File: config.mk
export PLATFORM = sky130hd
export DESIGN_NAME = multi_cycle_ctrl_fsm
export DESIGN_NICKNAME = d
export VERILOG_FILES = /design/src/rtl/multi_cycle_ctrl_fsm.sv
export SDC_FILE = /design/constraint.sdc
export NUM_CORES = 1
export LEC_CHECK = 0
export ABC_CLOCK_PERIOD_IN_PS = 2100
export CAP_MARGIN = 5
export CORE_MARGIN = 1.5
export CORE_UTILIZATION = 40
export DETAILED_ROUTE_END_ITERATION = 12
export PLACE_DENSITY = 0.83
export SYNTH_ARGS = -nofsm -noshare
export SYNTH_HDL_FRONTEND = slang
export SYNTH_SLANG_ARGS = --single-unit
export TNS_END_PERCENT = 20
File: constraint.sdc
create_clock -name clk -period 2.1 [get_ports clk]
set_input_delay 0.315 -clock clk [delete_from_list [all_inputs] [get_ports clk]]
set_output_delay 0.315 -clock clk [all_outputs]
set_load 0.01 [all_outputs]
File: src/rtl/multi_cycle_ctrl_fsm.sv
// multi_cycle_ctrl_fsm: fetch/decode/execute/memory/writeback sequencer for the multi-cycle ARM datapath
// Ports: clk, reset_n (sync, active-low); Op/Funct/cond_ex from the decoder; mem_ready memory handshake;
// mem_req/IRWrite/NextPC/AdrSrc/ALUSrcA/ALUSrcB/ResultSrc datapath controls; ALUOp/Branch/RegW/MemW
// to the decoder and conditional-write logic; illegal_op pulse; retired instruction count; state_dbg.
module multi_cycle_ctrl_fsm #(
  parameter int CNT_W   = 32,
  parameter int STATE_W = 4
) (
  input  logic               clk,
  input  logic               reset_n,
  input  logic [1:0]         Op,
  input  logic [5:0]         Funct,
  input  logic               cond_ex,
  input  logic               mem_ready,
  output logic               mem_req,
  output logic               IRWrite,
  output logic               NextPC,
  output logic               AdrSrc,
  output logic [1:0]         ALUSrcA,
  output logic [1:0]         ALUSrcB,
  output logic [1:0]         ResultSrc,
  output logic               ALUOp,
  output logic               Branch,
  output logic               RegW,
  output logic               MemW,
  output logic               illegal_op,
  output logic [CNT_W-1:0]   retired,
  output logic [STATE_W-1:0] state_dbg
);
  typedef enum logic [3:0] {
    FETCH = 4'd0, DECODE = 4'd1, MEMADR = 4'd2, MEMRD = 4'd3, MEMWB = 4'd4,
    MEMWR = 4'd5, EXECR = 4'd6, EXECI = 4'd7, ALUWB = 4'd8, BRANCH = 4'd9
  } state_e;
  state_e           state_q, state_d;
  logic [CNT_W-1:0] retired_q, retired_d;
  logic             retire;
  logic             unused_funct;
  assign unused_funct = ^Funct[4:1];
  always_ff @(posedge clk) begin
    if (!reset_n) begin
      state_q   <= FETCH;
      retired_q <= '0;
    end else begin
      state_q   <= state_d;
      retired_q <= retired_d;
    end
  end
  always_comb begin
    state_d    = state_q;
    retire     = 1'b0;
    mem_req    = 1'b0;
    IRWrite    = 1'b0;
    NextPC     = 1'b0;
    AdrSrc     = 1'b0;
    ALUSrcA    = 2'b00;
    ALUSrcB    = 2'b00;
    ResultSrc  = 2'b00;
    ALUOp      = 1'b0;
    Branch     = 1'b0;
    RegW       = 1'b0;
    MemW       = 1'b0;
    illegal_op = 1'b0;
    case (state_q)
      FETCH: begin
        mem_req   = 1'b1;
        ALUSrcA   = 2'b01;
        ALUSrcB   = 2'b10;
        ResultSrc = 2'b10;
        IRWrite   = mem_ready;
        NextPC    = mem_ready;
        state_d   = mem_ready ? DECODE : FETCH;
      end
      DECODE: begin
        ALUSrcA   = 2'b01;
        ALUSrcB   = 2'b10;
        ResultSrc = 2'b10;
        // a failed condition retires the instruction as a no-op, ahead of any op decoding
        if (!cond_ex) begin
          state_d = FETCH;
          retire  = 1'b1;
        end else begin
          case (Op)
            2'b00:   state_d = Funct[5] ? EXECI : EXECR;
            2'b01:   state_d = MEMADR;
            2'b10:   state_d = BRANCH;
            default: begin
              state_d    = FETCH;
              illegal_op = 1'b1;
            end
          endcase
        end
      end
      MEMADR: begin
        ALUSrcB = 2'b01;
        state_d = Funct[0] ? MEMRD : MEMWR;
      end
      MEMRD: begin
        mem_req = 1'b1;
        AdrSrc  = 1'b1;
        state_d = mem_ready ? MEMWB : MEMRD;
      end
      MEMWB: begin
        ResultSrc = 2'b01;
        RegW      = 1'b1;
        state_d   = FETCH;
        retire    = 1'b1;
      end
      MEMWR: begin
        mem_req = 1'b1;
        AdrSrc  = 1'b1;
        MemW    = 1'b1;
        state_d = mem_ready ? FETCH : MEMWR;
        retire  = mem_ready;
      end
      EXECR: begin
        ALUOp   = 1'b1;
        state_d = ALUWB;
      end
      EXECI: begin
        ALUSrcB = 2'b01;
        ALUOp   = 1'b1;
        state_d = ALUWB;
      end
      ALUWB: begin
        RegW    = 1'b1;
        state_d = FETCH;
        retire  = 1'b1;
      end
      BRANCH: begin
        ALUSrcB   = 2'b01;
        ResultSrc = 2'b10;
        Branch    = 1'b1;
        state_d   = FETCH;
        retire    = 1'b1;
      end
      default: state_d = FETCH;
    endcase
    retired_d = retire ? retired_q + 1'b1 : retired_q;
    // no strobe or select may reach the datapath while reset is held
    if (!reset_n) begin
      mem_req    = 1'b0;
      IRWrite    = 1'b0;
      NextPC     = 1'b0;
      AdrSrc     = 1'b0;
      ALUSrcA    = 2'b00;
      ALUSrcB    = 2'b00;
      ResultSrc  = 2'b00;
      ALUOp      = 1'b0;
      Branch     = 1'b0;
      RegW       = 1'b0;
      MemW       = 1'b0;
      illegal_op = 1'b0;
    end
  end
  assign retired   = retired_q;
  assign state_dbg = reset_n ? STATE_W'(state_q) : '0;
endmodule

==> impl_results.md <==
* Max-cap violations at 0
* Worst-Skew Late Latency at approximately 290 ps
* Setup violators final at 0
* Max VDD drop at ~0.50 mV
* Setup slack, reg-to-reg at 90 ps
* Clock tree root driver cell: clkbuf_8
* LEAKAGE at 1.16 nW
* Area of the core at 4850 µm²
* Final WS setup at 29.4 ps
* Most used DFF post-synth: dfxtp_1
* Detailed Place HPWL at 4070 µm
* Fin util at 64.3%
* DR vias/cell at 5.41
* Post-synth EDFFs at 0
* Share of cells above drive strength 1 at 20.4%
* Filler cells at 398
* Clock Skews at ~13 ps
* Hold_buf cts at 0
* Avg Cell Area, Syn at 8.07 µm²
* GRT Total Usage at 20.6%
* Setup Buffers After CTS at 0
* Startpoint types: primary input
* Worst slack at placement at -378 ps
* Clock transition at path regs at around 80 ps
* Initial antenna violation count at 0
* Outcome: complete, no violations
* H-tree lvl count at 2
* Hold crit path type: register to register
* PwrDens at ~550 nW/µm²
* Synth-to-Final Area Change at 50.9%
* Initial DRC Count at roughly 140
* Register bit count reported by yosys at 36
* CTS Buffer Depth at 2
* Fin. Hold Viols at 0
* Initial Util at between 40 and 50%
* Pin count of the biggest net entering global routing at 31
* Vias in the first global route at 2,021
* Required @ worst endpoint at approximately 2300 ps
* Crit-path max FO at 16
* PortBufs at 57
* Routed wire per std cell at 14.0 µm
* Vias at 2,192
* Commonest non-fill, non-tap cell in the layout: clkdlybuf4s50_1
* Fraction of registers with async set/reset at 0%
* Crit Path Category: primary input to register
* Pre-antenna DRT Iters at 4
* Die Wd at 74.9 µm
* Cells after Synth at 256
* Synth Net Count at 269
* Clock Sinks at 36
* Slew Viols, Final at 0
* Area after DPL at around 2900 µm²
* DRC at 0
* Synthesis Warnings at 0
* RePlAce Congestion at 0.809
* Placement Rows at 25
* Layout Nets at 350
* Final WL at 5680 µm
* Crit end category: register
* Min Tclk post-route at between 2000 and 2500 ps
* Unrepaired setup endpoints after global routing: true
* Cts bufs inserted at 5
* Netlist cell types at 50
* Period Utilization, post-route at 98.6%
* N_diodes at 0
* Worst Path Arrival at roughly 2200 ps
* Remaining antenna violation count at 0
* First-pass GRT wire length at 9010 µm
* Fin Hold WS at approximately 500 ps
* Fmax at 483 MHz
* CTS tree: yes
* Die area at 5600 µm²
* Post-route cell area at ~3100 µm²
* Mapped cell area at 2070 µm²
* Sequential-to-total area share from yosys stat at 34.9%
* GRT overflow at 0
* Die H at 74.9 µm
* Ports at between 60 and 70
* Most frequent cells in the layout: clkdlybuf4s50_1, buf_4, dfxtp_1, nor2_1, xnor2_1
[cell type report]
type	instances	area [µm²]	share of cell area [%]
clock inverters	3	90.1	2.89
flip-flops and latches	36	731	23.4
multi-input cells	193	1270	40.9
well taps	67	83.8	2.69
repair buffers	93	841	27.0
clock buffers	5	68.8	2.21
inverters	8	30.0	0.963
[power breakdown]
part | internal (mW) | total (mW) | switching [mW]
Sequential | 0.686 | 0.692 | 0.00584
Combinational | 0.0758 | 0.161 | 0.0854
Clock | 0.594 | 0.856 | 0.262
[worst max-delay path: stages]
cell and delay, ps:
clkdlybuf4s50_1 500, nor2b_1 60, or4b_4 500, buf_4 230, a2111oi_2 430, xnor2_1 170
nor2_1 50
[flip-flops by register name, indices dropped and copies added (netlist names)]
register and flops:
retired 32, state_q 4
[Yosys cell counts (4+ instances only)]
cell      instances  area share [%]
nor2_1           33             6.0
and3_1            5             1.5
nand2_1          17             3.1
inv_1             8             1.5
clkbuf_1         11             2.0
and2_1            7             2.1
nand4_1           4             1.2
o31ai_1           4             1.5
o21ai_0           4            0.97
nand3_1          14             3.4
a211oi_1          8             2.9
nand2b_1          4             1.2
nor2b_1           5             1.5
xnor2_1          22             9.3
a21oi_1          21             5.1
dfxtp_1          36              35
[worst paths after layout]
check	start	to	cells after the start
max	mem_ready	retired[26]$_SDFFE_PN0P_	7
min	retired[31]$_SDFFE_PN0P_	retired[31]$_SDFFE_PN0P_	2
max reg2reg	retired[0]$_SDFFE_PN0P_	retired[31]$_SDFFE_PN0P_	6
min reg2reg	retired[31]$_SDFFE_PN0P_	retired[31]$_SDFFE_PN0P_	2
[repair_timing]
item | 4_1_cts | 5_1_grt
pin swaps | 1 | 2
gates resized for setup | 13 | 15
endpoints found under the setup margin | 15 | 19
endpoints found under the hold margin | 0 | 0
[per-layer routing]
metal  up-vias  GRT usage [%]  part of all wire [%]
li1       1061              -                     -
met1      1047           24.9                    42
met2        69           34.7                    51
met3        15           5.09                   4.8
met4         0           9.29                   2.3
met5         -              0                     0
[metrics by stage]
stage	TNS (ps)	std cells	total power [mW]
6_report	0	405	1.71
5_1_grt	-71.7	405	1.76
4_1_cts	-6.49	405	1.71
3_5_place_dp	-5380	397	0.865
3_3_place_gp	-4110	397	0.860
2_1_floorplan	-26.1	256	0.788
[logic make-up (layout without fill, tap and decap cells)]
group | after synthesis | in the layout | share of synthesized area (%)
and+or+nand+nor | 113 | 113 | 29.1
AOI/OAI and AO/OA | 53 | 53 | 18.2
DFF | 36 | 36 | 34.9
buffers and inverters | 27 | 109 | 6.36
xor gates and xnor gates | 24 | 24 | 10.2
adders and majority gates | 1 | 1 | 0.606
other | 1 | 1 | 0.182
muxes | 1 | 1 | 0.485
Note: power is estimated with default switching activity, not from simulation.
